$ cat config.mk
export PLATFORM = sky130hd
export DESIGN_NAME = as_cgu_multi
export DESIGN_NICKNAME = d
export VERILOG_FILES = /design/src/rtl/as_cgu_multi.sv
export SDC_FILE = /design/constraint.sdc
export NUM_CORES = 1
export LEC_CHECK = 0
export BUFFER_PORTS_ARGS = -buffer_cell sky130_fd_sc_hd__buf_2
export CAP_MARGIN = 10
export CORE_ASPECT_RATIO = 1.75
export CORE_MARGIN = 4
export CORE_UTILIZATION = 30
export DETAILED_ROUTE_END_ITERATION = 16
export PLACE_DENSITY_LB_ADDON = 0.1
export SLEW_MARGIN = 15
export SYNTH_ARGS = -nofsm -noshare
export SYNTH_HDL_FRONTEND = slang
export SYNTH_SLANG_ARGS = --single-unit
export TNS_END_PERCENT = 100
$ cat constraint.sdc
create_clock -name clk_i -period 7.95 [get_ports clk_i]
set_clock_uncertainty 0.05 [all_clocks]
set_input_delay 1.59 -clock clk_i [delete_from_list [all_inputs] [get_ports clk_i]]
set_output_delay 1.59 -clock clk_i [all_outputs]
set_load 0.02 [all_outputs]
$ cat src/rtl/as_cgu_multi.sv
// as_cgu_multi: programmable multi-channel clock-enable generator.
//
// Every channel divides the board clock by a runtime-writable divisor and
// produces a one-cycle strobe (ce_o), a roughly 50 % duty level (clk_o) and a
// running flag (run_o). A new divisor written to DIV[c] is picked up only at the
// channel's period boundary, so a period is never shortened or stretched mid-way.
// SYNC restarts selected enabled channels together so that they run in phase.
//
// Register map (addr_i):
//   0x0..NR_CH-1  DIV[c]  shadow divisor, bits DIV_WIDTH-1:0
//   0xD           STATUS  running mask (read-only)
//   0xE           SYNC    restart mask (write-only, reads 0)
//   0xF           EN      enable mask
//   others        writes ignored, reads 0
//
// Ports:
//   clk_i    board clock
//   rst_ni   asynchronous active-low reset
//   cs_i     register access select
//   we_i     1 = write, 0 = read (qualified by cs_i)
//   addr_i   register address
//   wdata_i  write data
//   rdata_o  registered read data (valid the cycle after a read, held)
//   ce_o     per-channel strobe, high in the last cycle of each period
//   clk_o    per-channel divided level
//   run_o    per-channel running flag
module as_cgu_multi #(
  parameter int unsigned                NR_CH     = 4,
  parameter int unsigned                DIV_WIDTH = 16,
  parameter logic [DIV_WIDTH-1:0]       RST_DIV   = DIV_WIDTH'(80),
  parameter logic [NR_CH-1:0]           RST_EN    = '1
) (
  input  logic              clk_i,
  input  logic              rst_ni,
  input  logic              cs_i,
  input  logic              we_i,
  input  logic [3:0]        addr_i,
  input  logic [31:0]       wdata_i,
  output logic [31:0]       rdata_o,
  output logic [NR_CH-1:0]  ce_o,
  output logic [NR_CH-1:0]  clk_o,
  output logic [NR_CH-1:0]  run_o
);

  typedef logic [DIV_WIDTH-1:0] div_t;

  localparam div_t ONE = div_t'(1);

  div_t             div_q [NR_CH];
  div_t             act_q [NR_CH];
  div_t             act_d [NR_CH];
  div_t             cnt_q [NR_CH];
  div_t             cnt_d [NR_CH];
  logic [NR_CH-1:0] en_q, en_d;
  logic [NR_CH-1:0] run_q, run_d;
  logic [NR_CH-1:0] sync_m;
  logic [NR_CH-1:0] ce_d, clk_d;
  logic [31:0]      rdata_d;
  logic             init_q;
  logic             wr, rd;
  logic             unused_wdata;

  assign wr = cs_i & we_i;
  assign rd = cs_i & ~we_i;

  // Upper write-data bits beyond the divisor/mask fields carry no meaning.
  assign unused_wdata = ^wdata_i;

  // init_q marks the first cycle after reset release, which starts every
  // enabled channel exactly like an EN 0->1 edge so cycle 0 has cnt = 0.
  always_comb begin
    en_d   = en_q;
    sync_m = '0;
    if (wr && addr_i == 4'hF) en_d   = wdata_i[NR_CH-1:0];
    if (wr && addr_i == 4'hE) sync_m = wdata_i[NR_CH-1:0];
    for (int unsigned c = 0; c < NR_CH; c++) begin
      cnt_d[c] = cnt_q[c];
      act_d[c] = act_q[c];
      run_d[c] = run_q[c];
      if (!en_d[c]) begin
        cnt_d[c] = '0;
        run_d[c] = 1'b0;
      end else if (init_q || !en_q[c] || sync_m[c]) begin
        cnt_d[c] = '0;
        act_d[c] = div_q[c];
        run_d[c] = (div_q[c] != '0);
      end else if (run_q[c]) begin
        // Boundary reload uses the shadow value as it stood before this
        // cycle's write, so a write in the wrap cycle waits one more period.
        if (cnt_q[c] == act_q[c] - ONE) begin
          cnt_d[c] = '0;
          act_d[c] = div_q[c];
          run_d[c] = (div_q[c] != '0);
        end else begin
          cnt_d[c] = cnt_q[c] + ONE;
        end
      end
      // Outputs are decoded from next state and registered, so ce_o/clk_o
      // leave the block straight from flops.
      ce_d[c]  = run_d[c] && (cnt_d[c] == act_d[c] - ONE);
      clk_d[c] = run_d[c] && (cnt_d[c] >= act_d[c] - (act_d[c] >> 1));
    end
  end

  always_comb begin
    rdata_d = '0;
    for (int unsigned c = 0; c < NR_CH; c++) begin
      if (addr_i == 4'(c)) rdata_d = 32'(div_q[c]);
    end
    if (addr_i == 4'hD) rdata_d = 32'(run_q);
    if (addr_i == 4'hF) rdata_d = 32'(en_q);
  end

  always_ff @(posedge clk_i or negedge rst_ni) begin
    if (!rst_ni) begin
      for (int unsigned c = 0; c < NR_CH; c++) begin
        div_q[c] <= RST_DIV;
        act_q[c] <= RST_DIV;
        cnt_q[c] <= '0;
      end
      en_q    <= RST_EN;
      run_q   <= '0;
      init_q  <= 1'b1;
      ce_o    <= '0;
      clk_o   <= '0;
      rdata_o <= '0;
    end else begin
      for (int unsigned c = 0; c < NR_CH; c++) begin
        if (wr && addr_i == 4'(c)) div_q[c] <= wdata_i[DIV_WIDTH-1:0];
        act_q[c] <= act_d[c];
        cnt_q[c] <= cnt_d[c];
      end
      en_q   <= en_d;
      run_q  <= run_d;
      init_q <= 1'b0;
      ce_o   <= ce_d;
      clk_o  <= clk_d;
      if (rd) rdata_o <= rdata_d;
    end
  end

  assign run_o = run_q;

endmodule

==> out/results.ini <==
[sta]
hold_viol_final = 0
setup_violations = 0
fin_tns_setup_ps = 0
tightest_slew_ps = 1192
finalCritPeriodShare = 0.9162
fmax_mhz = 137.3
rsz0062_at_grt = false
finalCriticalPeriod_ps = 7284
relSlewSlack = 0.2024
drv_slew = 0

[clock_tree]
cts.sinks = 225
clkTransAtPathRegs_ps = 60
cts_setup_buffers = 0
ctsHtreeMaxLevel = 1
cts_hold_buf = 0
cts_buffers = 26
cts_resized = 0
clock-root-buffer = clkbuf_16
clock_latency_ps = 570
cts_tree = yes
clockBufferDepth = 3

[setup_path]
crit_fanout = 10
path_buf_inv = 1
r2r-start = act_q[18]
critPathSlowestCell = or4_4
crit_arrival_ps = 7630
cpMostUsedCell = a21oi_1
worstReg2RegEnd = clk_o[2]
cp_top_family = compound AO/OA/AOI/OAI gates
cp-start-kind = register
ff2ff_setup_slack_ps = 670
ff2ff_path_depth = 27
worstPathRequired_ps = 8290
crit_type = reg2reg
cp-end-kind = register
slowest_delay_ps = 550

[route]
via_count = 15320
firstDrtPassIters = 5
drtIter0Drc = 721
drc = 0
wire_per_inst_microns = 21.94
ant_nets = 0
vias_per_cell = 5.184
wirelength_mm = 64.83

[layout]
fillerInstances = 6507
layout_commonest_cell = dfrtp_1
fin_nets = 2375
area_growth_pct = 11.96
antennaDiodeCount = 0
fin_area_sq_mm = 0.02150
final_cell_mix = 204 x dfrtp_1, 203 x ha_1, 160 x inv_1
drive_above_1_share = 0.1317
multi_input_area_sq_mm = 0.01263
final-seq-area_sq_mm = 0.005657

[die]
die_area_sq_mm = 0.06829
core_area_sq_mm = 0.06335
initial_utilization = 0.3032
io_pins = 84
fp-row-count = 122
die_h_microns = 342.7
die_x_microns = 199.3

[placement]
io_buffers = 51
dpl.hpwl_mm = 52.40
gp_congestion = 0.8704
dpl_cell_area_sq_mm = 0.02048

[yosys]
synthFlopType = dfrtp_1
synth_seq_cells = 225
synthSimpleGateAreaFrac = 0.1642
synth_fa_ha_area_frac = 0.1354
syn_area_per_cell_sq_um = 9.292
synth_seq_area_share = 0.2945
ys_types = 94
syn-cell-area_sq_mm = 0.01921
yosysWarningCount = 0
synth_top_family_by_area = simple AND/OR/NAND/NOR gates
synth_compound_area_frac = 0.1431
muxShareOfSynthArea = 0.08840
syn_inst = 2067
synthArstFlopShare = 1.000
synth_edf_count = 0
synth_xor_area_frac = 0.1229

[min_path]
min_from = rdata_o[8]
hold_depth = 1
min_to = rdata_o[8]
min_path_type = reg2reg

[global_routing]
grt_max_degree = 141
grt_pass1_wl_mm = 98.51
grt_pass1_vias = 15950
grt_overflow = 0
grt_util_all_layers = 0.1879
antenna_found_initial = 1

[power]
p_leak_nw = 9.831
vdd_ir_drop_max_mv = 0.1627
power_density_mw_per_mm2 = 415.9

[status]
status = complete, no violations

[job]
cap_violations = 0

logic make-up (layout without fill, tap and decap cells):
logic type / Yosys count / after routing
AO/OA/AOI/OAI: 396 / 396
XOR/XNOR: 260 / 260
adder cells (fa/ha/maj): 206 / 206
buffers and inverters: 234 / 300
flip-flops: 225 / 225
multiplexers: 143 / 143
other: 1 / 17
AND/OR/NAND/NOR: 602 / 602
report_power, final:
part / switching (mW) / internal [mW] / total, mW / leakage (nW)
clock network: 0.544 / 0.924 / 1.47 / 0.497
registers: 0.470 / 1.40 / 1.87 / 2.93
logic: 3.16 / 2.45 / 5.61 / 6.40
total: 4.17 / 4.77 / 8.94 / 9.83
layout make-up:
type | count | share of cell area
Sequential cell | 225 | 0.2630
Clock inverter | 13 | 0.01257
Inverter | 161 | 0.02810
Timing Repair Buffer | 91 | 0.02688
Clock buffer | 35 | 0.03514
Tap cell | 806 | 0.04690
Multi-Input combinational cell | 1624 | 0.5874
worst max-delay path by stage:
stage	start	endpoint	slack (ps)	cells past startpoint
after global routing	act_q[18]	clk_o[2]	80	26
after CTS	act_q[18]	clk_o[2]	560	27
after global placement	addr_i[2]	clk_o[0]	430	27
after floorplan	addr_i[1]	clk_o[0]	770	28
final	act_q[18]	clk_o[2]	670	27
after detailed placement	addr_i[1]	clk_o[2]	400	27
state kept, by name, summed over array words and instances, names as in the netlist:
name / flops
act_q: 64
cnt_q: 64
div_q: 64
rdata_o: 16
ce_o: 4
clk_o: 4
en_q: 4
run_o: 4
init_q: 1
per-layer routing:
| layer | share of wire | track usage | routed length (microns) |
|---|---|---|---|
| met4 | 0.050 | 0.08155 | 3268 |
| met1 | 0.37 | 0.1994 | 24150 |
| met5 | 0.00031 | 0 | 20 |
| met2 | 0.55 | 0.3693 | 35890 |
| met3 | 0.023 | 0.01611 | 1496 |
through the flow:
step / setup WS, ps / cells / total power, mW / util / hold slack, ps
4_1_cts: 556.3 / 2955 / 9.068 / 0.3395 / 463.4
3_3_place_gp: 428.7 / 2907 / 7.476 / 0.3233 / 441.6
3_5_place_dp: 400.7 / 2907 / 7.539 / 0.3233 / 444.0
2_1_floorplan: 772.4 / 2083 / 5.973 / - / 462.3
5_1_grt: 80.74 / 2955 / 9.784 / 0.3395 / 484.1
6_report: 666.2 / 2955 / 8.944 / 0.3395 / 463.3
synthesized netlist by cell type, drive strengths merged, types with 8 or more instances:
master	instances	area, sq um
or4	9	78.82
o211ai	11	82.58
clkbuf	36	135.1
nor3b	10	75.07
a22o	13	113.9
nand2	127	476.7
a211oi	15	122.6
xnor2	154	1349
a21o	46	345.3
dfstp	21	551.8
nand3b	9	67.56
or2	8	50.05
a21boi	13	97.60
nor4	33	234.0
nand2b	24	150.1
and3	27	168.9
o21ai	68	340.3
and2	9	56.30
buf	37	246.5
nand3	45	225.2
xor2	100	875.8
or3	15	93.84
o31ai	11	82.58
nor2	148	563.0
nor3	44	220.2
ha	203	2540
a31o	9	78.83
mux4	13	292.8
mux2	73	822.0
and4	9	78.83
o21bai	14	105.1
mux2i	57	583.1
o22ai	9	56.30
nand4	40	256.5
dfrtp	204	5105
nor2b	25	156.4
a31oi	19	118.9
a21oi	92	468.0
inv	161	604.3
No activity file was read; power rests on OpenSTA's default activity.
